### config.mk
export PLATFORM = sky130hd
export DESIGN_NAME = instr_fetch_unit
export DESIGN_NICKNAME = d
export VERILOG_FILES = /design/src/rtl/mips_pkg.sv /design/src/rtl/instr_fetch_unit_next_pc.sv /design/src/rtl/instr_fetch_unit.sv
export SDC_FILE = /design/constraint.sdc
export NUM_CORES = 1
export LEC_CHECK = 0
export CORE_MARGIN = 1.5
export CORE_UTILIZATION = 31
export CTS_CLUSTER_DIAMETER = 200
export DETAILED_ROUTE_END_ITERATION = 16
export HOLD_SLACK_MARGIN = 0.06
export SLEW_MARGIN = 20
export SYNTH_ARGS = -nofsm -noshare
export SYNTH_HDL_FRONTEND = slang
export SYNTH_SLANG_ARGS = --single-unit
export TNS_END_PERCENT = 30
### constraint.sdc
create_clock -name clk -period 6.5 [get_ports clk]
set_input_delay 1.3 -clock clk [delete_from_list [all_inputs] [get_ports clk]]
set_output_delay 1.3 -clock clk [all_outputs]
set_load 0.02 [all_outputs]
### src/rtl/mips_pkg.sv
// Shared types and constants for the MIPS core front end.
// Fetch FSM encoding and instruction field positions live here.
package mips_pkg;

    localparam int INSTR_W = 32;

    localparam logic [31:0] RESET_VECTOR = 32'h0000_0000;

    localparam int OP_MSB   = 31;
    localparam int OP_LSB   = 26;
    localparam int IMM_MSB  = 15;
    localparam int IMM_LSB  = 0;
    localparam int JIDX_MSB = 25;
    localparam int JIDX_LSB = 0;

    typedef enum logic [1:0] {
        FETCH = 2'd0,
        ISSUE = 2'd1,
        ERROR = 2'd2
    } fetch_state_t;

    function automatic logic [31:0] branch_offset(
        input logic [INSTR_W-1:0] ins
    );
        return {{14{ins[IMM_MSB]}}, ins[IMM_MSB:IMM_LSB], 2'b00};
    endfunction

endpackage

### src/rtl/instr_fetch_unit_next_pc.sv
// Next-PC selection for a retiring instruction.
// Jump wins over a taken branch; otherwise fall through to pc+4.
module next_pc_logic
    import mips_pkg::*;
(
    input  logic [31:0]        pc_plus4,
    input  logic [INSTR_W-1:0] instr,
    input  logic               jump,
    input  logic               pcsrc,
    output logic [31:0]        next_pc
);

    logic [31:0] jump_tgt;
    logic [31:0] br_tgt;
    logic        unused_op;

    assign jump_tgt = {pc_plus4[31:28],
                       instr[JIDX_MSB:JIDX_LSB],
                       2'b00};

    assign br_tgt = pc_plus4 + branch_offset(instr);

    // Opcode decode belongs to the control unit.
    assign unused_op = ^instr[OP_MSB:OP_LSB];

    always_comb begin
        next_pc = pc_plus4;
        if (jump) begin
            next_pc = jump_tgt;
        end else if (pcsrc) begin
            next_pc = br_tgt;
        end
    end

endmodule

### src/rtl/instr_fetch_unit.sv
// Fetch stage: owns PC and IR, fetches over req/ack,
// holds each word until the datapath retires it.
module instr_fetch_unit
    import mips_pkg::*;
#(
    parameter logic [31:0] RESET_PC   = RESET_VECTOR,
    parameter int          WAIT_LIMIT = 16
) (
    input  logic        clk,
    input  logic        rst,
    output logic        imem_req,
    output logic [31:0] imem_addr,
    input  logic [31:0] imem_rdata,
    input  logic        imem_ack,
    output logic [31:0] instr,
    output logic [31:0] pc,
    output logic [31:0] pc_plus4,
    output logic        instr_valid,
    input  logic        instr_ready,
    input  logic        jump,
    input  logic        pcsrc,
    output logic        fetch_err
);

    localparam logic [31:0] RST_PC = {RESET_PC[31:2], 2'b00};
    localparam int CNT_W = $clog2(WAIT_LIMIT + 1);
    localparam logic [CNT_W-1:0] CNT_LAST = CNT_W'(WAIT_LIMIT - 1);

    fetch_state_t        state_q, state_d;
    logic [31:0]         pc_q, pc_d;
    logic [INSTR_W-1:0]  instr_q, instr_d;
    logic [CNT_W-1:0]    wait_cnt_q, wait_cnt_d;
    logic [31:0]         next_pc;

    assign pc_plus4 = pc_q + 32'd4;

    next_pc_logic u_next_pc (
        .pc_plus4 (pc_plus4),
        .instr    (instr_q),
        .jump     (jump),
        .pcsrc    (pcsrc),
        .next_pc  (next_pc)
    );

    always_comb begin
        state_d    = state_q;
        pc_d       = pc_q;
        instr_d    = instr_q;
        wait_cnt_d = wait_cnt_q;
        unique case (state_q)
            FETCH: begin
                if (imem_ack) begin
                    instr_d    = imem_rdata;
                    wait_cnt_d = '0;
                    state_d    = ISSUE;
                end else begin
                    wait_cnt_d = wait_cnt_q + 1'b1;
                    if (wait_cnt_q == CNT_LAST) begin
                        state_d = ERROR;
                    end
                end
            end
            ISSUE: begin
                if (instr_ready) begin
                    pc_d    = next_pc;
                    state_d = FETCH;
                end
            end
            ERROR: begin
                state_d = ERROR;
            end
            default: begin
                state_d = ERROR;
            end
        endcase
    end

    always_ff @(posedge clk) begin
        if (rst) begin
            state_q    <= FETCH;
            pc_q       <= RST_PC;
            instr_q    <= '0;
            wait_cnt_q <= '0;
        end else begin
            state_q    <= state_d;
            pc_q       <= pc_d;
            instr_q    <= instr_d;
            wait_cnt_q <= wait_cnt_d;
        end
    end

    // Outputs are forced idle while reset is held, not just after it.
    assign imem_req    = !rst && (state_q == FETCH);
    assign instr_valid = !rst && (state_q == ISSUE);
    assign fetch_err   = !rst && (state_q == ERROR);
    assign imem_addr   = pc_q;
    assign pc          = pc_q;
    assign instr       = instr_q;

endmodule

# ---- After elaboration in Yosys (flattened, before gate mapping)
# Index checks and enable logic that the tools add are counted.
dict set report word_totals {
  wordCells 27
  reg_bits 71
}
dict set report op_classes {
  eq_ne 5
  reduce_logical 8
  n_addsub 3
  n_mux 7
}
# op count
set op_table {}
lappend op_table {{2-to-1 mux 32 bit} 2}
lappend op_table {{adder 32 x 3 -> 32 bit (second input constant)} 1}
lappend op_table {{adder 32 bit} 1}
lappend op_table {{2-to-1 mux 2 bit} 3}
lappend op_table {{AND reduction 2 bit} 3}
lappend op_table {{adder 5 x 1 -> 5 bit (second input constant)} 1}
lappend op_table {{equality test 5 x 4 -> 1 bit (second input constant)} 1}
lappend op_table {{2-to-1 mux 5 bit} 1}
lappend op_table {{case mux 2 bit (2 select lines)} 1}
lappend op_table {{logical AND 1 bit} 3}
lappend op_table {{!= test 3 bit (second input constant)} 1}
lappend op_table {{equality test 2 x 1 -> 1 bit (second input constant)} 1}
lappend op_table {{equality test 2 bit (second input constant)} 1}
lappend op_table {{logical NOT 2 bit} 1}
lappend op_table {{!= test 2 bit (second input constant)} 1}
lappend op_table {{logical NOT 1 bit} 1}

# ---- Longest topological paths before layout
dict set report depth {
  ltp_word 4
  depth_mapped 18
  depth_no_buf 17
}

# ---- Hierarchy
# A second synthesis with hierarchy kept.
dict set report unflattened {
  hier_cells 779
  hier_area_um2 5666.7
}
# mod area_each_um2 n_inst cells_each seq_area_each_um2
set modules_own_cells {}
lappend modules_own_cells {instr_fetch_unit 3362.0 1 442 1421.4}
lappend modules_own_cells {next_pc_logic 2304.7 1 337 0.0}

# ---- Least setup slack after synthesis
# No wires, ideal clock.
dict set report synth_timing {
  path_type {register to register}
  startpoint {reg pc_q[2] (netlist: imem_addr[2])}
  endpoint {reg pc_q[29] (netlist: imem_addr[29])}
  period_less_slack_ns 3.981
  path_buffers 0
  t_required_ns 6.383
  arrival_time_ns 3.864
  slack_ns 2.519
  stages_incl_launch_ff 17
  cell_sequence {dfxtp_1 ha_1 nand3_1 nor2_1 nand2_1 xnor2_1 ha_1 a21o_1 a211o_1 a211oi_2 a21oi_1 nor2_2 nor2_2 a211oi_4 o221a_4 o2111ai_1 a32o_1}
}
dict set report synth_via {
  elab_chain_len 4
}
# item line
set synth_rtl {}
lappend synth_rtl {{from (decl)} instr_fetch_unit.sv:30} ;# logic [31:0] pc_q, pc_d;
lappend synth_rtl {{from (signal assigned)} instr_fetch_unit.sv:86} ;# pc_q <= pc_d;
lappend synth_rtl {{adder 32 x 3 -> 32 bit} instr_fetch_unit.sv:35} ;# assign pc_plus4 = pc_q + 32'd4;
lappend synth_rtl {{named net pc_plus4[12]} instr_fetch_unit.sv:17} ;# output logic [31:0] pc_plus4,
lappend synth_rtl {{adder 32 bit} instr_fetch_unit_next_pc.sv:21} ;# assign br_tgt = pc_plus4 + branch_offset(instr);
lappend synth_rtl {{2-to-1 mux 32 bit} instr_fetch_unit_next_pc.sv:30} ;# end else if (pcsrc) begin
lappend synth_rtl {{2-to-1 mux 32 bit} instr_fetch_unit_next_pc.sv:28} ;# if (jump) begin
# The timed path passes the listed nets, and every way through them passes these cells.
# A chain may end at the register's enable or synchronous reset.

# ---- Worst setup path in the final report
dict set report layout_timing {
  startpoint {reg pc_q[2] (netlist: imem_addr[2])}
  endpoint {out pc_plus4[30]}
}
dict set report layout_via {
  elab_chain_len 1
}
# item line
set layout_rtl {}
lappend layout_rtl {{adder 32 x 3 -> 32 bit} instr_fetch_unit.sv:35}
lappend layout_rtl {{to (decl)} instr_fetch_unit.sv:17}
# No other way between the ends.

==> results summary <==
The worst-case headroom to the max-slew limit is 26.4%. The detailed-router iteration count before antenna repair is 4. The min-delay analysis places its worst path in the category reg2reg. For this design, the CTS-stage hold fixing added 0 buffers. The worst register-to-register path begins at imem_addr[2]$_SDFFE_PP0P_. Summing every instance area after synthesis gives 5320 um^2.

Once layout is complete, the utilization of the core stands at 43.1%. TritonCTS built the clock tree. The number of unique standard cell types used by synthesis came out at 70. The clock reaches the later pin of the worst-skew pair after 0.34 ns.

The floorplan step defined a core boundary enclosing 16700 um^2. The maximum fanout along the worst path is 8. The number of levels in the clock H-tree came out at 3. After clock tree synthesis, the clock-pin slew on the worst setup and hold paths is 0.05 ns.

The final RePlAce weighted congestion came out at 0.838. The number of design-rule violations left by the first detailed-router iteration is 269. The routed design has 17.7 mm of wire.

The destination of the worst hold path is instr[31]$_SDFFE_PP0P_. The overall routing resource usage is 19.7%. The synthesis-stage register bit count is 69.

The worst setup slack for register-to-register paths came out at 2.34 ns. The number of remaining DRC errors is 0. The count of pins over their slew limit is 0.

The wire length per cell after detailed routing came out at 16.8 um. The starting utilization of the core area came out at 31.9%. The top-area cell type share of the netlist area is 26.0%.

STA puts the critical path data required time at 5.20 ns. Entering global routing, the biggest net connects 34 pins. The final route contains 5364 vias. The die boundary height came out at 134 um. The critical path in this run is classified as reg2out. The global-route wire length before repair is 27.9 mm.

The number of top-level pins came out at 169. The count of endpoints failing setup in the final report came out at 0. The TritonCTS buffer count is 9. The share of flip-flops with an asynchronous set or reset after synthesis is 0%. Clock skew on the completed layout was measured at 0.00820 ns. Dividing total power by cell area gives a power density of 176 nW/um^2. STA classifies the critical path endpoint as a primary output. The layout has 1761 filler cells. The dominant synthesized flop cell is dfxtp_1.

After legalization and detailed placement, the total HPWL measured 13.3 mm. The total setup buffers inserted after CTS is 0. The number of nets at the end of the flow came out at 909. The mean cell area of the mapped netlist came out at 7.43 um^2. The antenna cell count came out at 0. The die covers 18000 um^2. The maximum frequency from static timing analysis came out at 0.214 GHz. The post-placement cell area is 6890 um^2. The count of buffers added on input and output ports is 162. The via count of the first global-routing pass came to 5091. The setup total negative slack came out at 0 ns. The final design area excluding fillers is 7190 um^2.

The vias per cell is 5.07. The critical path arrival came out at 3.37 ns. The count of warnings emitted by yosys is 0. The clock passes through at most 2 buffers. The measured slew at the worst slew-check pin came out at 1.10 ns. The synthesized instance count came out at 716. The peak supply drop came out at 0.143 mV. For the worst flop-to-flop path, the logic depth is 15. The number of antenna violations at the first check in global routing is 0. Of all cell types, the one taking the most synthesized area is dfxtp_1. The number of max-capacitance violations reported is 0. The number of sinks handled by clock tree synthesis came out at 69. The leakage component of the power came out at 2.83 nW. After layout, the worst path uses 71.9% of the clock period.

The number of gates resized after CTS came out at 0. The count of final hold-check violations came out at 0. The relative area change from synthesis to final layout came out at 35.2%. In the post-synthesis netlist, the biggest area contributors are dfxtp_1, ha_1, nand2_1. The overflow left after global routing came out at 0.

The number of synthesized flops with an enable pin came out at 0. The horizontal extent of the die came out at 134 um. The worst setup path is launched from a register. The floorplan has 47 rows. In this run the remaining antenna-violating nets after routing total 0.

The smallest clock period supported by the final layout is computed as 4.67 ns. The capturing point of the worst reg2reg path is imem_addr[30]$_SDFFE_PP0P_. The cell count of the worst hold path came out at 2.

The sequential share of the synthesized area is 26.0%. The run finished with clean final reports. Setup repair after global routing left no endpoint under its margin. In this run the most critical hold path is launched from instr[31]$_SDFFE_PP0P_. The post-route netlist has 4.54% of its cells at a drive strength greater than 1. In this run the clock root is driven by a clkbuf_16.
[sequential cells by signal, summed over array words and instances, names as in the netlist]
signal,flops
state_q,2
instr,32
imem_addr,30
wait_cnt_q,5
[how the worst max path moves through the flow]
| stage | from | end | slack (ns) | cells after the start |
|---|---|---|---|---|
| finish | imem_addr[2]$_SDFFE_PP0P_ | pc_plus4[30] | 1.83 | 8 |
| floorplan | imem_addr[2]$_SDFFE_PP0P_ | imem_addr[29]$_SDFFE_PP0P_ | 2.52 | 16 |
| CTS | imem_addr[2]$_SDFFE_PP0P_ | pc_plus4[30] | 1.82 | 8 |
| global placement | imem_addr[2]$_SDFFE_PP0P_ | pc_plus4[30] | 2.26 | 8 |
| global route | imem_addr[2]$_SDFFE_PP0P_ | pc_plus4[30] | 1.57 | 8 |
| detailed placement | imem_addr[2]$_SDFFE_PP0P_ | pc_plus4[30] | 2.19 | 8 |
[final cells by class]
class / count / area [um^2] / share of cell area (%)
clock buffers: 13 / 260 / 3.62
clock inverters: 3 / 43.8 / 0.609
inverters: 18 / 67.6 / 0.940
multi-input cells: 565 / 3490 / 48.6
flip-flops and latches: 69 / 1380 / 19.2
well taps: 220 / 275 / 3.83
repair buffers: 169 / 1670 / 23.2
[power breakdown]
part | total (W) | switching, W | internal, W
logic | 0.000294 | 0.000168 | 0.000126
registers | 0.000469 | 0.0000261 | 0.000442
clock network | 0.000505 | 0.000187 | 0.000318
total | 0.00127 | 0.000381 | 0.000887
[synth_stat cells, types with 3 or more instances]
| cell | count |
|---|---|
| dfxtp_1 | 69 |
| clkbuf_1 | 30 |
| nand3_1 | 24 |
| a21boi_0 | 3 |
| a211o_1 | 5 |
| mux2i_1 | 5 |
| nand4_1 | 6 |
| inv_1 | 18 |
| o211ai_1 | 9 |
| a211oi_1 | 8 |
| xor2_1 | 22 |
| and3_1 | 12 |
| o21ai_0 | 34 |
| nor2b_1 | 6 |
| nand3b_1 | 3 |
| buf_4 | 36 |
| nand2b_1 | 4 |
| nor2_1 | 56 |
| nand2_1 | 124 |
| nor2_2 | 3 |
| or3_1 | 3 |
| nor3_1 | 11 |
| a221oi_1 | 3 |
| a221o_1 | 3 |
| and2_1 | 4 |
| a21oi_1 | 81 |
| a31oi_1 | 5 |
| o221ai_1 | 3 |
| ha_1 | 38 |
| a21o_1 | 9 |
| xnor2_1 | 29 |
| o21bai_1 | 3 |
[layout by cell type (no fill, tap or decap), types with 3 or more instances in the layout]
master / netlist / layout
ha_1: 38 / 38
o21ai_0: 34 / 34
a21oi_1: 81 / 81
clkbuf_16: 0 / 9
nand4_1: 6 / 6
mux2i_1: 5 / 5
clkdlybuf4s50_1: 0 / 161
o221ai_1: 3 / 3
o211ai_1: 9 / 9
nor3_1: 11 / 11
nand3_1: 24 / 24
a211o_1: 5 / 5
a221o_1: 3 / 3
dfxtp_1: 69 / 69
nand2b_1: 4 / 4
and2_1: 4 / 4
o21bai_1: 3 / 3
nand2_1: 124 / 124
nor2_1: 56 / 56
a211oi_1: 8 / 8
buf_4: 36 / 7
xor2_1: 22 / 22
nor2b_1: 6 / 6
and3_1: 12 / 12
inv_1: 18 / 18
nand3b_1: 3 / 3
nor2_2: 3 / 3
a21o_1: 9 / 9
xnor2_1: 29 / 29
or3_1: 3 / 3
a31oi_1: 5 / 5
a221oi_1: 3 / 3
conb_1: 1 / 6
a21boi_0: 3 / 3
[per-stage QoR]
| stage | total power [W] | setup WS, ns | hold slack [ns] | cells |
|---|---|---|---|---|
| floorplan | 0.000652 | 2.52 | 0.457 | 721 |
| global placement | 0.000771 | 2.26 | 0.442 | 1041 |
| detailed placement | 0.000770 | 2.19 | 0.448 | 1041 |
| CTS | 0.00128 | 1.82 | 0.453 | 1057 |
| global route | 0.00133 | 1.57 | 0.478 | 1057 |
| finish | 0.00127 | 1.83 | 0.451 | 1057 |
[logic make-up (layout without fill, tap and decap cells)]
group | Yosys count | count (layout) | synth area share (%)
AND/OR/NAND/NOR | 266 | 266 | 22.3
AO/OA/AOI/OAI | 198 | 198 | 24.2
buffers and inverters | 87 | 203 | 8.73
flip-flops | 69 | 69 | 26.0
XOR/XNOR | 51 | 51 | 8.40
adder cells (fa/ha/maj) | 39 | 39 | 9.31
multiplexers | 5 | 5 | 0.941
other | 1 | 6 | 0.0705
[per-layer routing]
layer	wire, um	share of wire [%]	up-vias	GRT usage, %
met4	346	2.0	0	6.88
met3	1190	6.7	21	4.23
li1	-	-	2716	-
met1	8200	46	2456	26.4
met5	0	0	-	0
met2	7980	45	171	31.4
[worst max-delay path, stage by stage, from the launching register on]
cell and delay (ns):
dfxtp_1 0.46, ha_1 0.26, nand3_1 0.16, nor2_1 0.31, and2_1 0.32, nand2_1 0.12
nor4_1 0.50, xor2_1 0.27, clkdlybuf4s50_1 0.64
(Power assumes the default switching activity.)
